==> config.mk <==
export PLATFORM = sky130hd
export DESIGN_NAME = md_scheduler
export DESIGN_NICKNAME = d
export VERILOG_FILES = /design/src/rtl/md_scheduler_pkg.sv /design/src/rtl/md_scheduler_lat_counter.sv /design/src/rtl/md_scheduler.sv
export SDC_FILE = /design/constraint.sdc
export NUM_CORES = 1
export LEC_CHECK = 0
export ABC_CLOCK_PERIOD_IN_PS = 3000
export BUFFER_PORTS_ARGS = -buffer_cell sky130_fd_sc_hd__buf_2
export CAP_MARGIN = 15
export CELL_PAD_IN_SITES_DETAIL_PLACEMENT = 1
export CELL_PAD_IN_SITES_GLOBAL_PLACEMENT = 2
export CORE_AREA = 2 2 110 112
export DETAILED_ROUTE_END_ITERATION = 6
export DIE_AREA = 0 0 112 114
export MAX_ROUTING_LAYER = met4
export PLACE_DENSITY_LB_ADDON = 0.1
export SYNTH_ARGS = -nofsm -noshare
export SYNTH_HDL_FRONTEND = slang
export SYNTH_HIERARCHICAL = 1
export SYNTH_SLANG_ARGS = --single-unit
==> constraint.sdc <==
create_clock -name clk -period 3 [get_ports clk]
set_clock_uncertainty 0.15 [all_clocks]
set_input_delay 0.6 -clock clk [delete_from_list [all_inputs] [get_ports clk]]
set_output_delay 0.6 -clock clk [all_outputs]
set_load 0.05 [all_outputs]
==> src/rtl/md_scheduler_pkg.sv <==
// Shared definitions for the HI/LO multiply-divide scheduler: opcodes, op classes,
// default latencies and the class-decode helper.
package md_defs;

  localparam logic [3:0] MD_MULT  = 4'b0000;
  localparam logic [3:0] MD_MULTU = 4'b0001;
  localparam logic [3:0] MD_DIV   = 4'b0010;
  localparam logic [3:0] MD_DIVU  = 4'b0011;
  localparam logic [3:0] MD_MTHI  = 4'b0100;
  localparam logic [3:0] MD_MTLO  = 4'b0101;
  localparam logic [3:0] MD_MFHI  = 4'b0110;
  localparam logic [3:0] MD_MFLO  = 4'b0111;
  localparam logic [3:0] MD_NOP   = 4'b1000;
  localparam logic [3:0] MD_MADD  = 4'b1001;
  localparam logic [3:0] MD_MADDU = 4'b1010;
  localparam logic [3:0] MD_MSUB  = 4'b1011;
  localparam logic [3:0] MD_MSUBU = 4'b1100;

  localparam int MULT_LAT_DEF = 5;
  localparam int DIV_LAT_DEF  = 10;

  typedef enum logic [1:0] {
    MD_CLS_NONE,
    MD_CLS_LONG,
    MD_CLS_SHORT,
    MD_CLS_READ
  } md_cls_e;

  typedef enum logic {
    ST_IDLE,
    ST_RUN
  } md_state_e;

  function automatic md_cls_e md_class(input logic [3:0] op);
    case (op)
      MD_MULT, MD_MULTU, MD_DIV, MD_DIVU,
      MD_MADD, MD_MADDU, MD_MSUB, MD_MSUBU: return MD_CLS_LONG;
      MD_MTHI, MD_MTLO:                     return MD_CLS_SHORT;
      MD_MFHI, MD_MFLO:                     return MD_CLS_READ;
      default:                              return MD_CLS_NONE;
    endcase
  endfunction

  function automatic logic md_is_div(input logic [3:0] op);
    return (op == MD_DIV) || (op == MD_DIVU);
  endfunction

endpackage

==> src/rtl/md_scheduler_lat_counter.sv <==
// Load/decrement latency counter; holds at zero and flags it.
module md_lat_counter #(
  parameter int CNT_W = 4
) (
  input  logic             clk,
  input  logic             reset_n,
  input  logic             load,
  input  logic [CNT_W-1:0] load_val,
  input  logic             dec,
  output logic [CNT_W-1:0] count,
  output logic             zero
);

  always_ff @(posedge clk or negedge reset_n) begin
    if (!reset_n)
      count <= '0;
    else if (load)
      count <= load_val;
    else if (dec && (count != '0))
      count <= count - 1'b1;
  end

  assign zero = (count == '0);

endmodule

==> src/rtl/md_scheduler.sv <==
// HI/LO multiply-divide scheduler: issues one MD op per accepted request, tracks its
// latency and stalls D while a HI/LO result is still pending.
//
// state | meaning
// IDLE  | no result pending; E may issue long/short ops or read HI/LO
// RUN   | long op in flight; count holds cycles left until HI/LO is valid
module md_scheduler
  import md_defs::*;
#(
  parameter int MULT_LAT = MULT_LAT_DEF,
  parameter int DIV_LAT  = DIV_LAT_DEF,
  parameter int CNT_W    = 4
) (
  input  logic             clk,
  input  logic             reset_n,
  input  logic             e_valid,
  input  logic [3:0]       e_op,
  input  logic [31:0]      e_rs,
  input  logic [31:0]      e_rt,
  input  logic             e_flush,
  input  logic             d_md_use,
  output logic [3:0]       md_op,
  output logic [31:0]      md_a,
  output logic [31:0]      md_b,
  output logic             md_issue,
  output logic             busy,
  output logic             stall_d,
  output logic [CNT_W-1:0] rem_cnt
);

  localparam logic [CNT_W-1:0] MULT_LD = CNT_W'(MULT_LAT - 1);
  localparam logic [CNT_W-1:0] DIV_LD  = CNT_W'(DIV_LAT - 1);

  md_state_e        state, state_nxt;
  md_cls_e          cls;
  logic             acc;
  logic             start_long;
  logic [CNT_W-1:0] count;
  logic             cnt_zero;
  logic [31:0]      a_q, b_q;

  assign cls = md_class(e_op);
  // reset_n gates accept so nothing issues combinationally while reset is held
  assign acc        = reset_n & e_valid & ~e_flush & (state == ST_IDLE);
  assign start_long = acc & (cls == MD_CLS_LONG);

  md_lat_counter #(.CNT_W(CNT_W)) u_cnt (
    .clk      (clk),
    .reset_n  (reset_n),
    .load     (start_long),
    .load_val (md_is_div(e_op) ? DIV_LD : MULT_LD),
    .dec      (state == ST_RUN),
    .count    (count),
    .zero     (cnt_zero)
  );

  always_ff @(posedge clk or negedge reset_n) begin
    if (!reset_n) begin
      state <= ST_IDLE;
      a_q   <= '0;
      b_q   <= '0;
    end else begin
      state <= state_nxt;
      if (md_issue) begin
        a_q <= e_rs;
        b_q <= e_rt;
      end
    end
  end

  always_comb begin
    state_nxt = state;
    case (state)
      ST_IDLE: if (start_long) state_nxt = ST_RUN;
      ST_RUN:  if (cnt_zero || (count == CNT_W'(1))) state_nxt = ST_IDLE;
      default: state_nxt = ST_IDLE;
    endcase
  end

  always_comb begin
    md_issue = acc & ((cls == MD_CLS_LONG) | (cls == MD_CLS_SHORT));
    md_op    = md_issue ? e_op : MD_NOP;
    md_a     = md_issue ? e_rs : a_q;
    md_b     = md_issue ? e_rt : b_q;
    busy     = (state == ST_RUN);
    stall_d  = d_md_use & (busy | start_long);
    rem_cnt  = count;
  end

  // stall_d must keep every MD op out of E while a long op is in flight
  ap_no_req_in_run: assert property (@(posedge clk) disable iff (!reset_n)
    !(e_valid && (state == ST_RUN)));

endmodule

## Yosys cells after proc, flatten, opt, wreduce, memory -nomap -nowiden

Memories as Yosys holds them, arrays and structs flattened.
Cells that the tools add are included.
Widths: inputs -> output; s select.

- Register bits after elaboration: 69
- Latch bits: 0
- Memory bits (writable): 0
- ROM bits: 32
- Input bits: 73
- Output and inout bits: 75
- Word-level logic and storage cells: 36
- Memories: 1

Memory list:

| memory | words | bits a word | read ports | clocked after memory_dff | write ports | RTL line | source |
|---|---|---|---|---|---|---|---|
| (no name shown) | 16 | 2 | 1 | 0 | 0 | md_scheduler_pkg.sv:35 | `case (op)` |

- $add $sub $neg: 1
- Multipliers: 0
- Divide/modulo/power cells: 0
- $lt $le $gt $ge: 0
- Equal/unequal tests: 5
- Shift-type cells: 0
- Mux-type cells: 9
- Bitwise gates (word level): 10
- Reduce and logical (&&, ||, !) cells: 6

Operator list:

| cell | count |
|---|---|
| $mux 32 | 2 |
| $mux 4 | 4 |
| $eq 4x2->1 const B | 2 |
| $and 1x1->1 | 6 |
| $eq 4x1->1 const B | 1 |
| $logic_not 4->1 | 1 |
| $reduce_bool 4->1 | 1 |
| $sub 4x1->4 const B | 1 |
| $eq 2x1->1 const B | 1 |
| $eq 2x2->1 const B | 1 |
| $logic_or 1x1->1 | 2 |
| $mux 1 | 2 |
| $not 1->1 | 2 |
| $or 1x1->1 | 2 |
| $pmux 1 s2 | 1 |
| $reduce_bool 2->1 | 1 |
| $logic_and 1x1->1 | 1 |

## Logic depth before layout (Yosys ltp)

- Depth after elaboration: 6
- Depth in mapped cells: 8
- Gate-level depth less buffers: 7

## Hierarchy

Netlist, hierarchy kept.

Modules (own cells, without submodules):

| module | times used | cells each | area an instance (um^2) |
|---|---|---|---|
| md_scheduler | 1 | 157 | 2541.2 |
| md_lat_counter | 1 | 27 | 270.3 |

## Worst setup path before layout

No wires, ideal clock.

- Path type: input-to-output
- Start point: input e_op[3]
- End point: output md_b[12]
- Data arrival time: 2.553 ns
- Data required time: 2.250 ns
- Path slack: -0.303 ns
- Stages on the path: 8
- Path through: nor2b_1 -> nor3b_1 -> a21oi_1 -> ha_1 -> nor4_4 -> buf_4 -> buf_4 -> mux2_1

- Cells in the longest elaborated chain, start to end: 5
- Elaborated cells on any way between the ends: 6
- Classes of those cells: eq/ne: 2; mux: 1; bitwise: 2; memory: 1

Ends and longest elaborated chain:

| item | RTL line | source |
|---|---|---|
| start: declaration | md_scheduler.sv:17 | `input logic [3:0] e_op,` |
| $mem_v2 16x2 (*) | -- |  |
| $eq 2x1->1 or $eq 2x2->1 (tied branches) | md_scheduler.sv:81 | `md_issue = acc & ((cls == MD_CLS_LONG) \| (cls == MD_CLS_SHORT));` |
| $or 1x1->1 (*) | md_scheduler.sv:81 |  |
| $and 1x1->1 (*) | md_scheduler.sv:81 |  |
| named net md_issue | md_scheduler.sv:25 | `output logic md_issue,` |
| $mux 32 (*) | -- |  |
| end: declaration | md_scheduler.sv:24 | `output logic [31:0] md_b,` |

Mark *: on every way through the listed nets, which the timed path passes. The rest lies on a longest branch.

## Worst setup path in the final report

- Start point: input e_op[0]
- End point: output md_a[22]

- Cells in the longest elaborated chain, start to end: 5
- Elaborated cells on any way between the ends: 6
- Classes of those cells: eq/ne: 2; mux: 1; bitwise: 2; memory: 1

Ends and longest elaborated chain:

| item | RTL line | source |
|---|---|---|
| $mem_v2 16x2 (*) | -- |  |
| $eq 2x1->1 or $eq 2x2->1 (tied branches) | md_scheduler.sv:81 |  |
| $or 1x1->1 (*) | md_scheduler.sv:81 |  |
| $and 1x1->1 (*) | md_scheduler.sv:81 |  |
| $mux 32 (*) | -- |  |
| end: declaration | md_scheduler.sv:23 | `output logic [31:0] md_a,` |

Mark *: on every way between the ends. The rest lies on a longest branch, timed or not.

==> flow_summary.toml <==
[status]
run_status = "finished, violations left"
violations = "negative setup slack"

[sta]
setup_violations = 66
final.setup.tns_ns = -9.205
slew_headroom_pct = 40.05
fmax_ghz = 0.3134
hold_violations = 0
period_needed_ns = 3.191
fin_crit_sh_pct = 106.4
worstMarginPinSlew_ns = 0.8993
drv_slew = 0
fin_ws_ns = -0.1913
rsz0062_at_grt = "true"

[die]
die_w_um = 112
fp.coreArea_um2 = 11710
pin_count = 148
dieArea_um2 = 12770
fp-row-count = 40
start_util_pct = 24.01
die_h_um = 114

[clock_network]
h-tree-depth = 3
cts-root-buf = "clkbuf_16"
path_clk_slew_ns = 0.06
cts_buffer_depth = 2
clock-sinks = 69
cts.hold.buffers_added = 0
cts_buffers = 9
clk-insertion-delay-late_ns = 0.32
cts_tree = "built"

[synth]
syn_area_um2 = 2811
synth_warnings = 6
syn_nets = 259
yosysSeqAreaShare_pct = 61.42
synth_cells = 184
ys_types = 31
ys_ff_latch = 69
avgSynthCellArea_um2 = 15.28

[power_and_ir_drop]
ir_worst_vdd_uv = 582.3
power_mw = 6.858
powerDensity_nw_per_um2 = 1321
leakagePower_nw = 2.500

[finish]
syn_to_final_growth_pct = 84.60
fin_nets = 436
drive_above_1_share_pct = 73.50

[detailed_routing]
wire_per_inst_um = 16.41
drcViolationCount = 0
num_vias = 2202
dr.pass1.iters = 4
finalWirelength_um = 8436
avgViaCountPerCell = 4.284
drt_iter0_drc = 74
ant_nets = 0

[setup_path]
crit_type = "in2out"
startpoint_type = "input port"
crit_fanout = 5
cp_data_required_time_ns = 2.25
cp-end-kind = "output port"
worst_ep_arrival_time_ns = 2.44

[place]
dp_hpwl_um = 5587
io_buffers = 147
gp_congestion = 0.6624
post-place-ws_ns = -0.3880

[min_path]
hp-class = "reg2reg"

[run]
cap_violations = 0

[global_route]
grt_overflow = 0
grt_max_degree = 70
track_usage_pct = 13.60
antenna_found_initial = 1
grt_first_pass_wirelength_um = 13100
grt_pass1_vias = 2507
placed cells by master, fill, tap and decap left out, drive strengths merged, types with 2 or more instances in the layout:
master | synthesis | layout
clkinv | 0 | 2
o21a | 2 | 2
dfrtp | 69 | 69
mux2 | 64 | 64
inv | 5 | 6
nand2 | 4 | 4
nor3b | 4 | 4
ha | 2 | 2
nor4b | 2 | 2
nand2b | 2 | 2
clkbuf | 0 | 11
a21oi | 2 | 2
nor3 | 3 | 3
buf | 8 | 173
o21ai | 2 | 2
bufinv | 0 | 2
and2 | 3 | 3
metal layers:
metal	global-route usage (%)	routed length [um]
met1	15.83	3545
met4	3.415	68
met5	-	0
met2	21.66	4041
met3	6.111	780
state kept, by name, indices dropped and copies added, names as in the netlist:
signal,count
a_q,32
b_q,32
busy,1
u_cnt/count,4
path summary, 6_finish.rpt:
path                          from  endpoint  slack [ns]  cells past startpoint
max                        e_op[0]  md_a[22]       -0.19                     10
max in group asynchronous  reset_n   b_q[31]        1.75                      2
max reg2reg                   busy   b_q[14]        1.04                      5
min                        b_q[25]   b_q[25]        0.35                      1
min reg2reg                b_q[25]   b_q[25]        0.35                      1
min in group asynchronous  reset_n   b_q[28]        0.37                      2
cell type report:
class	instances	area, um^2
multi-input combinational	102	1285
timing repair buffer	174	1640
fill	1193	6521
sequential	69	1727
antenna	1	2.502
clock inverter	6	93.84
tap	147	183.9
inverter	5	18.77
clock buffer	10	239.0
Yosys cell counts:
master    count  area, um^2
mux2_1        5       56.30
or2b_1        1       7.510
or4_1         1       7.510
nor3b_2       1       12.51
o21ai_0       2       10.01
a21o_1        1       7.510
or4b_2        1       10.01
o31a_1        1       8.760
buf_6         1       11.26
buf_4         2       15.01
buf_2         5       25.02
a221o_1       1       10.01
nor3_1        3       15.01
nor4_4        1       21.27
o211ai_2      1       12.51
and4b_1       1       10.01
ha_1          2       25.02
o21a_1        2       15.01
a21oi_1       2       10.01
and2_1        3       18.77
nor3b_1       3       22.52
mux2_2       59       664.4
nand2b_1      2       12.51
inv_1         5       18.77
conb_1        1       3.750
nor4b_2       1       15.01
dfrtp_1      69        1727
nor2b_1       1       6.260
nand2_1       4       15.01
nor4b_1       1       8.760
a31o_2        1       8.760
through the flow:
step / cells / util, % / cell area [um^2] / hold WS, ns
final: 514 / 44.32 / 5190 / 0.3512
after floorplan: 184 / - / 2850 / 0.1544
after global placement: 488 / 33.35 / 3906 / 0.3256
after detailed placement: 488 / 33.35 / 3906 / 0.3304
after CTS: 510 / 41.94 / 4912 / 0.3547
after global routing: 514 / 44.32 / 5190 / 0.3521
power breakdown:
| part | total [mW] | switching [mW] | internal (mW) |
|---|---|---|---|
| logic | 4.12 | 2.39 | 1.74 |
| registers | 1.56 | 0.180 | 1.38 |
| clock network | 1.17 | 0.417 | 0.756 |
worst max-delay path, cell delays in order:
cell and delay [ns]:
buf_2 0.15, nor3_4 0.04, a21o_1 0.16, a21oi_2 0.14, ha_1 0.26, nor4_4 0.20
buf_6 0.22, clkbuf_16 0.16, mux2_2 0.35, buf_6 0.16
logic make-up after synthesis:
group / count (synthesis) / synth area share [%]
other: 1 / 0.1334
AND/OR/NAND/NOR: 24 / 6.497
AO/OA/AOI/OAI: 11 / 2.937
adder cells (fa/ha/maj): 2 / 0.8899
flip-flops: 69 / 61.42
buffers and inverters: 13 / 2.492
multiplexers: 64 / 25.63
timing repair:
item	in CTS	in global routing
buffers inserted	4	2
resized for setup	180	65
gates cloned	2	1
endpoints found under the setup margin	69	69
pin swaps	3	2
(Power assumes the default switching activity.)
